[src/rtl/instruction_cache_if.sv]
// CPU-fetch and instruction-memory signal bundle for instruction_cache.
// slave = cache side, master = the CPU/memory environment driving it.
interface instruction_cache_if;
    logic         read;
    logic [9:0]   address;
    logic [31:0]  instruction;
    logic         busywait;
    logic         mem_read;
    logic [5:0]   mem_address;
    logic [127:0] mem_readinst;
    logic         mem_busywait;

    modport slave (
        input  read, address, mem_readinst, mem_busywait,
        output instruction, busywait, mem_read, mem_address
    );

    modport master (
        output read, address, mem_readinst, mem_busywait,
        input  instruction, busywait, mem_read, mem_address
    );
endinterface

[src/rtl/instruction_cache.sv]
// Direct-mapped read-only instruction cache: 8 lines x 128 bits, 3-bit tag.
// Optional hit/miss statistics counters are enabled by defining ICACHE_STATS_EN.
module instruction_cache (
    input  logic                 clock,
    input  logic                 reset,
    instruction_cache_if.slave   bus,
    output logic [15:0]          hit_count,
    output logic [15:0]          miss_count
);
    typedef enum logic [1:0] {
        IDLE     = 2'd0,
        MEM_READ = 2'd1,
        UPDATE   = 2'd2
    } state_t;

    state_t       state;
    state_t       next_state;
    logic [127:0] data [0:7];
    logic [2:0]   tags [0:7];
    logic [7:0]   valid;
    logic [5:0]   miss_addr;

    logic [2:0]   tag;
    logic [2:0]   index;
    logic [1:0]   word;
    logic         hit;
    logic [127:0] line;
    logic [31:0]  word_data;
    logic         mem_read_c;
    logic [5:0]   mem_address_c;
    logic         unused_bits;

    assign tag         = bus.address[9:7];
    assign index       = bus.address[6:4];
    assign word        = bus.address[3:2];
    assign unused_bits = ^bus.address[1:0];

    // Hit detection and word selection from the indexed line
    always_comb begin
        line = data[index];
        hit  = bus.read && valid[index] && (tags[index] == tag);
        case (word)
            2'd0:    word_data = line[31:0];
            2'd1:    word_data = line[63:32];
            2'd2:    word_data = line[95:64];
            2'd3:    word_data = line[127:96];
            default: word_data = 32'h0;
        endcase
    end

    assign bus.instruction = hit ? word_data : 32'h0;
    // Reset dominates so the CPU is never stalled while the cache is being cleared
    assign bus.busywait    = reset ? 1'b0
                           : ((bus.read && !hit && (state == IDLE)) || (state != IDLE));
    assign bus.mem_read    = mem_read_c;
    assign bus.mem_address = mem_address_c;

    // FSM state register
    always_ff @(posedge clock or posedge reset) begin
        if (reset) begin
            state <= IDLE;
        end else begin
            state <= next_state;
        end
    end

    // FSM next state and memory request outputs
    always_comb begin
        next_state    = state;
        mem_read_c    = 1'b0;
        mem_address_c = 6'd0;
        case (state)
            IDLE: begin
                if (bus.read && !hit) begin
                    next_state = MEM_READ;
                end else begin
                    next_state = IDLE;
                end
            end
            MEM_READ: begin
                mem_read_c    = 1'b1;
                mem_address_c = miss_addr;
                if (!bus.mem_busywait) begin
                    next_state = UPDATE;
                end else begin
                    next_state = MEM_READ;
                end
            end
            UPDATE: begin
                next_state = IDLE;
            end
            default: begin
                next_state = IDLE;
            end
        endcase
    end

    // Miss address latch and valid bits
    always_ff @(posedge clock or posedge reset) begin
        if (reset) begin
            valid     <= 8'h00;
            miss_addr <= 6'd0;
        end else begin
            if ((state == IDLE) && bus.read && !hit) begin
                miss_addr <= {tag, index};
            end
            if (state == UPDATE) begin
                valid[miss_addr[2:0]] <= 1'b1;
            end
        end
    end

    // Line data and tag install; contents are meaningless until valid is set
    always_ff @(posedge clock) begin
        if (state == UPDATE) begin
            data[miss_addr[2:0]] <= bus.mem_readinst;
            tags[miss_addr[2:0]] <= miss_addr[5:3];
        end
    end

`ifdef ICACHE_STATS_EN
    // Saturating hit and miss statistics
    always_ff @(posedge clock or posedge reset) begin
        if (reset) begin
            hit_count  <= 16'h0000;
            miss_count <= 16'h0000;
        end else if (state == IDLE) begin
            if (hit && (hit_count != 16'hFFFF)) begin
                hit_count <= hit_count + 16'h0001;
            end
            if (bus.read && !hit && (miss_count != 16'hFFFF)) begin
                miss_count <= miss_count + 16'h0001;
            end
        end
    end
`else
    assign hit_count  = 16'h0000;
    assign miss_count = 16'h0000;
`endif

endmodule

[src/flat_wrapper.sv]
// flat-port wrapper written by rule: the top's interface ports become plain ports
module instruction_cache_flat 
  (clock, reset, hit_count, miss_count, bus_read, bus_address, bus_mem_readinst, bus_mem_busywait, bus_instruction, bus_busywait, bus_mem_read, bus_mem_address);
  instruction_cache_if bus_i ();
  input  logic clock;
  input  logic reset;
  output logic [15:0] hit_count;
  output logic [15:0] miss_count;
  input wire logic [$bits(bus_i.read)-1:0] bus_read;
  input wire logic [$bits(bus_i.address)-1:0] bus_address;
  input wire logic [$bits(bus_i.mem_readinst)-1:0] bus_mem_readinst;
  input wire logic [$bits(bus_i.mem_busywait)-1:0] bus_mem_busywait;
  output wire logic [$bits(bus_i.instruction)-1:0] bus_instruction;
  output wire logic [$bits(bus_i.busywait)-1:0] bus_busywait;
  output wire logic [$bits(bus_i.mem_read)-1:0] bus_mem_read;
  output wire logic [$bits(bus_i.mem_address)-1:0] bus_mem_address;
  assign bus_i.read = bus_read;
  assign bus_i.address = bus_address;
  assign bus_i.mem_readinst = bus_mem_readinst;
  assign bus_i.mem_busywait = bus_mem_busywait;
  assign bus_instruction = bus_i.instruction;
  assign bus_busywait = bus_i.busywait;
  assign bus_mem_read = bus_i.mem_read;
  assign bus_mem_address = bus_i.mem_address;
  instruction_cache u_core (.clock(clock), .reset(reset), .bus(bus_i), .hit_count(hit_count), .miss_count(miss_count));
endmodule
[config.mk]
export PLATFORM = sky130hd
export DESIGN_NAME = instruction_cache_flat
export DESIGN_NICKNAME = d
export VERILOG_FILES = /design/src/rtl/instruction_cache_if.sv /design/src/rtl/instruction_cache.sv /design/src/flat_wrapper.sv
export SDC_FILE = /design/constraint.sdc
export NUM_CORES = 1
export LEC_CHECK = 0
export CORE_MARGIN = 2
export CORE_UTILIZATION = 29
export DETAILED_ROUTE_END_ITERATION = 8
export PLACE_DENSITY_LB_ADDON = 0.3
export SLEW_MARGIN = 20
export SYNTH_ARGS = -nofsm -noshare
export SYNTH_HDL_FRONTEND = slang
export SYNTH_SLANG_ARGS = --single-unit
export TNS_END_PERCENT = 30
[constraint.sdc]
create_clock -name clock -period 13.22 [get_ports clock]
set_clock_uncertainty 0.2 [all_clocks]
set_input_delay 2.644 -clock clock [delete_from_list [all_inputs] [get_ports clock]]
set_output_delay 2.644 -clock clock [all_outputs]
set_load 0.01 [all_outputs]
==> impl_metrics.env <==
export IMPL_status="complete, no violations"
export IMPL_fp_dieH_um=380
export IMPL_finalHoldViolCount=0
export IMPL_synth_cell_type_count=35
export IMPL_coreArea_um2=141000
export IMPL_grt_use_total_pct=13.5
export IMPL_ys_seq_elements=1064
export IMPL_synth_edf_count=1048
export IMPL_cts_hold_fix_buffers=0
export IMPL_grt_pass1_wl_mm=142
export IMPL_hp_class="reg2reg"
export IMPL_ioPinCount=214
export IMPL_crit_type="in2out"
export IMPL_finalSetupViolCount=0
export IMPL_vias_per_cell=4.69
export IMPL_row_count=138
export IMPL_rsz0062_at_grt="no"
export IMPL_via_count=18900
export IMPL_r2r_slack_ns=9.48
export IMPL_slowest_stage="clkdlybuf4s50_1"
export IMPL_p_leak_nw=15.2
export IMPL_synth_area_per_cell_um2=22.6
export IMPL_drt_iter0_drc=1603
export IMPL_period_share_pct=71.5
export IMPL_fin_crit_ns=9.45
export IMPL_dp_hpwl_mm=55.3
export IMPL_setup_tns_ns=0
export IMPL_slew_headroom_pct=28.2
export IMPL_synth_async_sr_flop_share_pct=1.50
export IMPL_crit_family="buffers and inverters"
export IMPL_overflow=0
export IMPL_start_util_pct=29.1
export IMPL_startpoint_type="input port"
export IMPL_cts_buffers=105
export IMPL_crit_required_ns=10.38
export IMPL_path_buf_inv=3
export IMPL_ant_nets=0
export IMPL_ir_drop_mv=0.109
export IMPL_cts_max_path_buffers=3
export IMPL_max_stage_delay_ns=0.64
export IMPL_antenna_found_initial=36
export IMPL_root_buffer="clkbuf_16"
export IMPL_route_detailed_drc=0
export IMPL_endpoint_kind="primary output"
export IMPL_whs_ns=0.267
export IMPL_final_layout_size_suffix_gt1_share_pct=23.4
export IMPL_yosysSeqAreaShare_pct=77.7
export IMPL_routed_wl_mm=98.4
export IMPL_fill_cells=13100
export IMPL_clkLatencyLatePin_ns=0.69
export IMPL_wl_per_cell_um=24.4
export IMPL_layout_nets=2190
export IMPL_report_final_slew_viol_count=0
export IMPL_clk_pin_slew_ns=0.06
export IMPL_grt_max_degree=136
export IMPL_grt_pass1_vias=20000
export IMPL_post_cts_setup_buffers=0
export IMPL_yosys_most_used_dff="edfxtp_1"
export IMPL_chipWidth_um=380
export IMPL_critPathMaxFanout=32
export IMPL_dr_pass1_iters=5
export IMPL_cts_tree="built"
export IMPL_ys_warn_count=0
export IMPL_crit_top_cell="buf_4"
export IMPL_cp_arrival_ns=6.60
export IMPL_cts_resized=0
export IMPL_syn_area_um2=41000
export IMPL_globalplace_congestion=0.695
export IMPL_cts_sinks=1064
export IMPL_power_density_nw_per_um2=155
export IMPL_tightest_slew_ns=1.08
export IMPL_drv_cap=0
export IMPL_fmax_mhz=106
export IMPL_area_growth_pct=18.2
export IMPL_portBuffers=179
export IMPL_cts_htree_levels=3
export IMPL_crit_chain="buf_4, buf_4, mux4_2, xnor2_1, nor4_2, nand2_2, a21oi_1, clkdlybuf4s50_1"
export IMPL_die_area_um2=144000
export IMPL_synthCells=1818
-- layer usage --
layer  global-route usage [%]  share of wire (%)  up-vias  routed length (um)
li1                         -                  -     8078                   -
met1                     17.4                 41    10000               40600
met2                     22.5                 49      583               48600
met3                     3.99                7.1      177                7030
met4                     3.34                2.1       40                2040
met5                        0               0.26        -                 256
-- logic make-up after synthesis --
| group | synth area share, % |
|---|---|
| mux | 16.5 |
| xor+xnor | 0.0641 |
| simple gates | 1.73 |
| flops | 77.7 |
| other cells | 0.00914 |
| buf+inv | 1.81 |
| compound gates | 2.20 |
-- flip-flops by register name, summed over array words and instances (netlist names) --
register,cells
u_core.miss_addr,6
u_core.data,1024
u_core.state,2
u_core.tags,24
u_core.valid,8
-- per-stage QoR --
step	util, %	setup WS (ns)	total power [mW]	instances	cell area (um2)
floorplan	-	2.30	4.37	1849	41100
global placement	31.9	3.63	4.59	3830	45000
detailed placement	31.9	3.65	4.62	3831	45000
CTS	34.4	3.65	7.63	4026	48500
global route	34.4	3.45	7.80	4026	48500
finish	34.4	3.77	7.53	4030	48500
-- final cells by class --
cell class / count / area (um2) / share of cell area (%)
Clock buffer: 121 / 2710 / 5.59
Timing Repair Buffer: 222 / 2160 / 4.45
Multi-Input combinational cell: 654 / 8600 / 17.7
Inverter: 1 / 3.75 / 0.00774
Clock inverter: 74 / 773 / 1.59
Tap cell: 1890 / 2360 / 4.88
Antenna cell: 4 / 10.0 / 0.0206
Sequential cell: 1064 / 31900 / 65.7
-- final timing paths --
kind | start | depth (start not counted) | end
worst min-delay path | u_core.valid[4] | 1 | u_core.valid[4]
worst max-delay path | bus_address[6] | 8 | bus_instruction[26]
worst min register to register | u_core.valid[4] | 1 | u_core.valid[4]
min in group asynchronous | reset | 2 | u_core.valid[6]
max in group asynchronous | reset | 2 | u_core.valid[7]
worst max register to register | u_core.state[0] | 4 | u_core.data[4][95]
-- worst reg2reg max path, stage by stage (launching register included) --
cell and delay [ns]:
dfrtp_1 0.41, or3b_2 0.60, nor2_4 0.80, buf_4 0.66, buf_4 0.67
-- cells in the mapped netlist, drive strengths merged (16+ instances only) --
cell | n | area [um2]
a21o | 16 | 120
nand2 | 64 | 240
buf | 92 | 596
a222oi | 16 | 160
mux4 | 263 | 5920
dfrtp | 16 | 400
nor2 | 24 | 90.1
clkbuf | 38 | 143
a21oi | 16 | 80.1
nor2b | 21 | 131
a211oi | 32 | 240
mux2i | 75 | 751
edfxtp | 1048 | 31500
-- where the power goes --
group	leakage [nW]	internal, mW	total [mW]	switching, mW
clock	1.68	1.74	3.00	1.26
combinational	3.86	0.239	0.577	0.338
sequential	9.63	3.89	3.95	0.0544
-- cell usage in the layout, fill, tap and decap left out, types with 17 or more instances in the layout --
| cell | instances |
|---|---|
| clkinv_1 | 24 |
| buf_4 | 39 |
| clkdlybuf4s50_1 | 174 |
| clkbuf_16 | 106 |
| nor2b_1 | 18 |
| mux4_2 | 263 |
| mux2i_1 | 75 |
| edfxtp_1 | 1048 |
| nand2_1 | 63 |
| clkinv_2 | 17 |
| a211oi_1 | 32 |
| conb_1 | 32 |
| nor2_1 | 18 |
Note: power is estimated with default switching activity, not from simulation.
